<file path="src/rtl/req_capture_encoder.sv">
// Request capture stage: detects events on raw request lines, holds them sticky in
// a pending register and serves them highest-index first through a valid/ready slot.
module req_capture_encoder #(
  parameter int unsigned N    = 8,
  parameter int unsigned W    = 3,
  parameter int unsigned EDGE = 1
) (
  input  logic         clk,
  input  logic         rst,
  input  logic [N-1:0] d,
  input  logic         clr_all,
  output logic [W-1:0] y,
  output logic         valid,
  input  logic         ready,
  output logic [N-1:0] pending,
  output logic         overflow
);

  logic [N-1:0] d_q;
  logic [N-1:0] pending_q, pending_d;
  logic [W-1:0] y_q, y_d;
  logic         valid_q, valid_d;
  logic         overflow_q, overflow_d;

  logic [N-1:0] ev;
  logic [N-1:0] mv;
  logic [W-1:0] sel;
  logic         free;
  logic         any_pending;
  logic         load;

  // Event source: rising edges against the history register, or the raw level.
  assign ev = (EDGE != 0) ? (d & ~d_q) : d;

  // Highest set pending bit wins; later iterations overwrite lower indices.
  always_comb begin
    sel = '0;
    for (int unsigned i = 0; i < N; i++) begin
      if (pending_q[i]) sel = W'(i);
    end
  end

  assign free        = ~valid_q | ready;
  assign any_pending = |pending_q;
  assign load        = free & any_pending;
  assign mv          = load ? (N'(1) << sel) : '0;

  always_comb begin
    pending_d  = pending_q;
    y_d        = y_q;
    valid_d    = valid_q;
    overflow_d = overflow_q;
    if (clr_all) begin
      pending_d  = '0;
      valid_d    = 1'b0;
      overflow_d = 1'b0;
    end else begin
      if (free) begin
        valid_d = any_pending;
        if (any_pending) y_d = sel;
      end
      // A fresh event on the bit leaving this edge simply re-arms it.
      pending_d  = (pending_q & ~mv) | ev;
      overflow_d = overflow_q | (|(ev & pending_q & ~mv));
    end
  end

  always_ff @(posedge clk) begin
    d_q <= d;
    if (rst) begin
      pending_q  <= '0;
      y_q        <= '0;
      valid_q    <= 1'b0;
      overflow_q <= 1'b0;
    end else begin
      pending_q  <= pending_d;
      y_q        <= y_d;
      valid_q    <= valid_d;
      overflow_q <= overflow_d;
    end
  end

  assign y        = y_q;
  assign valid    = valid_q;
  assign pending  = pending_q;
  assign overflow = overflow_q;

endmodule

</file>
<file path="config.mk">
export PLATFORM = sky130hd
export DESIGN_NAME = req_capture_encoder
export DESIGN_NICKNAME = d
export VERILOG_FILES = /design/src/rtl/req_capture_encoder.sv
export SDC_FILE = /design/constraint.sdc
export NUM_CORES = 1
export LEC_CHECK = 0
export CAP_MARGIN = 10
export CORE_MARGIN = 4
export CORE_UTILIZATION = 40
export CTS_CLUSTER_SIZE = 20
export DETAILED_ROUTE_END_ITERATION = 16
export PLACE_DENSITY_LB_ADDON = 0.15
export SYNTH_ARGS = -nofsm -noshare
export SYNTH_HDL_FRONTEND = slang
export SYNTH_SLANG_ARGS = --single-unit
</file>
<file path="constraint.sdc">
create_clock -name clk -period 1.5 [get_ports clk]
set_clock_uncertainty 0.2 [all_clocks]
set_input_delay 0.3 -clock clk [delete_from_list [all_inputs] [get_ports clk]]
set_output_delay 0.3 -clock clk [all_outputs]
set_load 0.01 [all_outputs]
</file>
==> results of run 1 <==
worst max-delay path: cells and delay by family:
kind	cells	cell delay (ns)
buffers and inverters	2	0.61
and+or+nand+nor	2	0.24
AOI/OAI and AO/OA	2	0.51
how the worst max path moves through the flow:
stage | endpoint | start | depth (start not counted) | slack, ns
6_report | overflow | ready | 6 | -0.11
5_1_grt | overflow | ready | 6 | -0.17
4_1_cts | overflow | pending[6] | 5 | -0.14
3_5_place_dp | overflow | ready | 6 | -0.37
3_3_place_gp | overflow | ready | 6 | -0.29
2_1_floorplan | overflow | pending[4] | 4 | -0.04
cell type report:
cell class	count	share of cell area
Clock inverter	1	0.00367
Multi-Input combinational cell	61	0.340
Sequential cell	21	0.316
Timing Repair Buffer	42	0.277
Inverter	8	0.0220
Clock buffer	3	0.0165
Tap cell	27	0.0247
metal layers:
layer / GRT usage / share of wire / up-vias
li1: - / - / 420
met1: 0.210 / 0.44 / 404
met2: 0.288 / 0.49 / 18
met3: 0.0360 / 0.048 / 5
met4: 0.0996 / 0.024 / 0
met5: 0 / 0 / -
state kept, by name, summed over array words and instances, names as in the netlist:
| register | cells |
|---|---|
| d_q | 8 |
| y | 3 |
| overflow | 1 |
| valid | 1 |
| pending | 8 |
power groups by stage:
| stage | combinational, mW | clock (mW) | sequential, mW |
|---|---|---|---|
| 3_3_place_gp | 0.187 | 0 | 0.611 |
| 4_1_cts | 0.198 | 0.289 | 0.598 |
| 5_1_grt | 0.224 | 0.318 | 0.602 |
| 2_1_floorplan | 0.0716 | 0 | 0.621 |
| 3_5_place_dp | 0.190 | 0 | 0.612 |
| 6_report | 0.209 | 0.276 | 0.598 |
logic make-up (layout without fill, tap and decap cells):
| kind of cell | after synthesis | after routing | synth area share |
|---|---|---|---|
| AOI/OAI and AO/OA | 31 | 31 | 0.237 |
| DFF | 21 | 21 | 0.496 |
| buffers and inverters | 11 | 54 | 0.0501 |
| and+or+nand+nor | 30 | 30 | 0.217 |
what timing repair did:
| action | 4_1_cts | 5_1_grt |
|---|---|---|
| endpoints found under the hold margin | 0 | 0 |
| resized for setup | 31 | 17 |
| buffers inserted | 2 | 0 |
| pin swaps | 5 | 5 |
| endpoints found under the setup margin | 17 | 13 |
| cloned | 0 | 0 |
layout by cell type, fill, tap and decap left out, types with 5 or more instances in the layout:
cell,synthesis,layout
a21oi_1,10,9
clkdlybuf4s50_1,0,11
clkdlybuf4s15_1,0,5
inv_1,8,8
buf_4,0,14
dfxtp_1,21,14
dlygate4sd2_1,0,5
nand2b_1,8,8
nand2_1,8,7
dfxtp_2,0,6
==> metrics.md, run 1 <==
| Metric | Value |
|---|---|
| Status | complete, but fails checks |
| Failing checks | negative setup slack |
| Slew @ Worst Pin | 0.361 ns |
| Worst EP arrival | 1.66 ns |
| Row count | 16 |
| Synth area leader | dfxtp_1 |
| Worst min path class | in2reg |
| Clock sink count | 21 |
| CTS buffer count | 3 |
| CTS clk-pin slew, worst paths | around 0.12 ns |
| Layout fillers | approximately 150 |
| Layout net count | between 100 and 150 |
| Syn Area/Cell | 9.12 sq um |
| RSZ-0062 raised after global routing | yes |
| Post-DP HPWL | between 1.5 and 2 mm |
| Most frequent cell after synthesis | dfxtp_1 |
| Pint | 0.796 mW |
| Reg power frac | 0.552 |
| Routed via count | approximately 850 |
| Syn Inst Count | 93 |
| Reg2reg setup slack | -0.06 ns |
| Finished Cell Area | between 0.001 and 0.0015 sq mm |
| Hold path depth | 1 |
| EDFF count, synth | 0 |
| CTS root buf | clkbuf_4 |
| Number of max-cap violations | 0 |
| Final hold violations | 0 |
| Layout cells sized above 1 | 0.346 |
| Asr flop ratio synth | 0 |
| Maximum vdd drop | ~0.73 mV |
| Worst path max stage delay | ~0.43 ns |
| Port-buffer cells | 24 |
| P_sw | approximately 0.29 mW |
| First-iteration detailed-routing DRC count | 18 |
| Final Cycle Share | 1.07 |
| H-tree depth | 1 |
| CP startpoint kind | input port |
| Wire per inst | 13.7 microns |
| Finished Core Util | 0.689 |
| Top cells by count, synth | dfxtp_1 (21), a21oi_1 (10), inv_1 (8), nand2_1 (8), nand2b_1 (8) |
| Multi-input logic area | roughly 460 sq um |
| Setup_tns | -0.147 ns |
| Post-Syn Area | 848 sq um |
| CP Class | in2reg |
| CP Cell Sequence | clkdlybuf4s50_1 > nand2b_1 > buf_4 > a211oi_1 > nor4_2 > a31oi_1 |
| Global-route wire length before repair | about 3.6 mm |
| Synth area leaders | dfxtp_1 (50%), a21oi_1 (5.9%), nand2b_1 (5.9%) |
| Post-synth net total | ~110 |
| Synth top area share | 0.496 |
| Die Wd | 54.1 microns |
| Largest net degree at the start of global routing | 13 |
| Place WS | -0.375 ns |
| Post-CTS Hold Fix Bufs | 0 |
| F_max | 622 MHz |
| Setup Viol. Count Final | 3 |
| Number of top-level pins | 25 |
| Crit path max fanout | 11 |
| Clk network pwr share | 0.255 |
| LEAKAGE | between 0.5 and 0.6 nW |
| CP Capture Type | flip-flop |
| Ys Warns | 0 |
| #FFs+latches synth | 21 |
| Core region area | ~0.0020 sq mm |
| Die area | slightly below 0.003 sq mm |
| Synth Flop Type | dfxtp_1 |
| Relative slew slack | 0.759 |
| Placed Instances | ~160 |
| Via-per-instance ratio | slightly above 5 |
| Die Y | ~54 microns |
| Vias in the first global route | between 700 and 800 |
| Critical Path RT | between 1.5 and 2 ns |
| DRC | 0 |
| Initial Util | 0.428 |
| Total gr overflow | 0 |
| Area grow syn2layout | 60.9% |
| DRT Wirelength | 2.24 mm |
| Register area share after synthesis | 0.496 |
| Worst r2r src | pending[4] |
| DP Area | roughly 0.0013 sq mm |
| Routability cong. | 0.822 |
| Total power | about 1.1 mW |
| Gr usage total | 0.175 |
| CTS tree | done |
| Slew Limit Fails | 0 |
| Ant diodes | 0 |
| Unique masters post-synth | 26 |
| DR pass1 iterations | 4 |
| CTS Buffer Depth | 2 |
| Antenna violations before repair | 0 |
| Reg-to-reg critical path endpoint | overflow |
| Final WS setup | -0.109 ns |
| Worst Min Path Start | d[6] |
| Post-DRT Antenna Nets | 0 |
| Slowest stage cell on the critical path | clkdlybuf4s50_1 |
| Min-Delay Endpoint | d_q[6] |
| Reg2reg path depth | 5 |
| FF+latch area | about 430 sq um |
| Final hold slack | ~0.25 ns |
| Sw frac | 0.265 |
| Total power divided by cell area | ~800 mW/mm^2 |
| Final non-filler cell total | 163 |
| Gate power share | 0.193 |
| Skew-Pair Late Insertion Delay | just over 0.3 ns |
| Min Tclk post-route | roughly 1.6 ns |
Power figures use the tool's default switching activity.
==> inputs of run 2 (changes only) <==
HOLD_SLACK_MARGIN = 0.05   (was not set)
==> results of run 2 <==
Final layout, timing and power as in run 1 (identical DEF).
==> inputs of run 3 (changes only) <==
CORE_ASPECT_RATIO = 1.2   (was not set)
DONT_BUFFER_PORTS = 1   (was not set)
SETUP_SLACK_MARGIN = 0.5   (was not set)
==> run 3 against run 2 <==
The run ends with negative hold slack, negative setup slack left. First-iteration DRC count decreased by 28%. Clock power is 2% lower. Critical endpoint unchanged. Hold slack worse by 0.29 ns. Largest power group unchanged. Maximum frequency rose by 2.2%. Largest cell class unchanged. Critical path depth down 1.
==> metrics.md, run 3 (synthesized netlist as in run 1, its figures left out) <==
| Metric | Value |
|---|---|
| Routability cong. | 0.811 (was 0.822) |
| Initial Util | 0.414 (was 0.428) |
| Final Cycle Share | 1.05 (was 1.07) |
| CTS buffer count | 3 (unchanged) |
| Slew @ Worst Pin | 0.287 ns (was 0.361 ns) |
| Layout cells sized above 1 | 0.476 (was 0.346) |
| Skew-Pair Late Insertion Delay | 0.30 ns (was 0.31 ns) |
| Die Y | 58.4 microns (was 54.1 microns) |
| Slew Limit Fails | 0 (unchanged) |
| Layout net count | 137 (was 149) |
| CTS root buf | clkbuf_4 (unchanged) |
| Placed Instances | 131 (was 157) |
| Row count | 18 (was 16) |
| Maximum vdd drop | 0.672 mV (was 0.730 mV) |
| RSZ-0062 raised after global routing | yes (unchanged) |
| Final hold violations | 7 (was 0) |
| Vias in the first global route | 782 (was 790) |
| DRC | 0 (unchanged) |
| Clock sink count | 21 (unchanged) |
| Min Tclk post-route | 1.57 ns (was 1.61 ns) |
| Gr usage total | 0.153 (was 0.175) |
| Failing checks | negative hold slack, negative setup slack (was negative setup slack) |
| CP Capture Type | flip-flop (unchanged) |
| Setup_tns | -0.153 ns (was -0.147 ns) |
| CP startpoint kind | flip-flop (was input port) |
| Layout fillers | 161 (was 152) |
| Antenna violations before repair | 0 (unchanged) |
| Post-CTS Hold Fix Bufs | 9 (was 0) |
| CTS tree | done (unchanged) |
| Setup Viol. Count Final | 5 (was 3) |
| First-iteration detailed-routing DRC count | 13 (was 18) |
| Commonest non-fill, non-tap cell in the layout | buf_6 |
| H-tree depth | 1 (unchanged) |
| Area grow syn2layout | 59.9% (was 60.9%) |
| Global-route wire length before repair | 3.36 mm (was 3.58 mm) |
| Worst EP arrival | 1.57 ns (was 1.66 ns) |
| Post-DP HPWL | 1.45 mm (was 1.59 mm) |
| Total gr overflow | 0 (unchanged) |
| FF+latch area | 448 sq um (was 432 sq um) |
| Total power divided by cell area | 799 mW/mm^2 (was 793 mW/mm^2) |
| LEAKAGE | 0.504 nW (was 0.542 nW) |
| Wire per inst | 14.4 microns (was 13.7 microns) |
| CTS Buffer Depth | 2 (unchanged) |
| CTS clk-pin slew, worst paths | 0.11 ns (was 0.12 ns) |
| Port-buffer cells | 0 (was 24) |
| Number of max-cap violations | 0 (unchanged) |
| DR pass1 iterations | 5 (was 4) |
| Post-DRT Antenna Nets | 0 (unchanged) |
| Most frequent cells in the layout | buf_6 (14), dfxtp_1 (9), inv_1 (8), dlygate4sd3_1 (8) (was dfxtp_1 (14), buf_4 (14), clkdlybuf4s50_1 (11), a21oi_1 (9)) |
| Status | complete, but fails checks (unchanged) |
| Critical Path RT | 1.50 ns (was 1.55 ns) |
| Final WS setup | -0.0741 ns (was -0.109 ns) |
| Ant diodes | 0 (unchanged) |
| Via-per-instance ratio | 5.20 (about the same) |
| Multi-input logic area | 510 sq um (was 464 sq um) |
| CP Class | reg2reg (was in2reg) |
| Die area | 0.00292 sq mm (about the same) |
| Worst min path class | in2reg (unchanged) |
| Routed via count | 801 (was 847) |
| DRT Wirelength | 2.22 mm (was 2.24 mm) |
| Largest net degree at the start of global routing | 13 (unchanged) |
| Core region area | 0.00205 sq mm (was 0.00198 sq mm) |
| Number of top-level pins | 25 (unchanged) |
| Relative slew slack | 0.807 (was 0.759) |
| Final hold slack | -0.0404 ns (was 0.249 ns) |
| Die Wd | 50.0 microns (was 54.1 microns) |
| Final non-filler cell total | 154 (was 163) |
| Reg2reg setup slack | -0.07 ns (was -0.06 ns) |
| Crit path max fanout | 7 (was 11) |
| F_max | 635 MHz (was 622 MHz) |
==> run 3: changes by cell type in the layout (fill, tap and decap cells not counted), moves of 4 or more <==
cell             before  now
clkdlybuf4s50_1      11    0
a21oi_1               9    4
dlygate4sd2_1         5    0
dfxtp_4               1    5
clkdlybuf4s15_1       5    0
buf_4                14    5
a21oi_2               0    6
dfxtp_1              14    9
buf_6                 3   14
dlygate4sd3_1         0    8
==> run 3: worst paths after layout <==
| kind | cells past startpoint | from | endpoint |
|---|---|---|---|
| worst min register to register | 2 | y[2] | y[2] |
| worst max register to register | 5 | pending[4] | overflow |
| worst min-delay path | 2 | clr_all | y[2] |
| worst max-delay path | 5 | pending[4] | overflow |
==> run 3: final cells by class <==
| class | count | share of cell area |
|---|---|---|
| Clock buffer | 3 | 0.0166 |
| Clock inverter | 1 | 0.00369 |
| Inverter | 8 | 0.0221 |
| Multi-Input combinational cell | 62 | 0.376 |
| Sequential cell | 21 | 0.330 |
| Tap cell | 30 | 0.0277 |
| Timing Repair Buffer | 29 | 0.223 |
==> run 3: layer usage <==
layer / global-route usage / vias up / part of all wire
met4: 0.0988 / 0 / 0.028
met2: 0.259 / 24 / 0.50
met5: 0 / - / 0
met1: 0.166 / 373 / 0.41
li1: - / 397 / -
met3: 0.0405 / 7 / 0.060
==> run 3: through the flow <==
step                 util  area, sq um  setup WS (ns)  total power [mW]
floorplan               -          926        -0.0416             0.706
global route        0.662         1360         -0.167              1.14
finish              0.662         1360        -0.0741              1.08
CTS                 0.605         1240        -0.0612              1.06
global placement    0.493         1010        -0.0125             0.736
detailed placement  0.493         1010        -0.0590             0.737
==> run 3: worst max-delay path, cell delays in order (launching register included) <==
cell	delay, ns
dfxtp_2	0.35
nor4_4	0.29
buf_6	0.18
a21oi_2	0.05
nor4_1	0.27
a31oi_1	0.11
==> run 3: power by group <==
part           internal, mW  leakage (nW)  switching [mW]
clock network        0.0997        0.0177           0.171
logic                 0.115         0.306          0.0928
registers             0.582         0.180          0.0231
total                 0.797         0.504           0.287
==> run 3: what timing repair did <==
action / in CTS / in global routing
cloned: 0 / 1
pin swaps: 2 / 7
endpoints found under the setup margin: 26 / 26
buffers inserted: 6 / 3
resized for setup: 23 / 21
endpoints found under the hold margin: 19 / 13
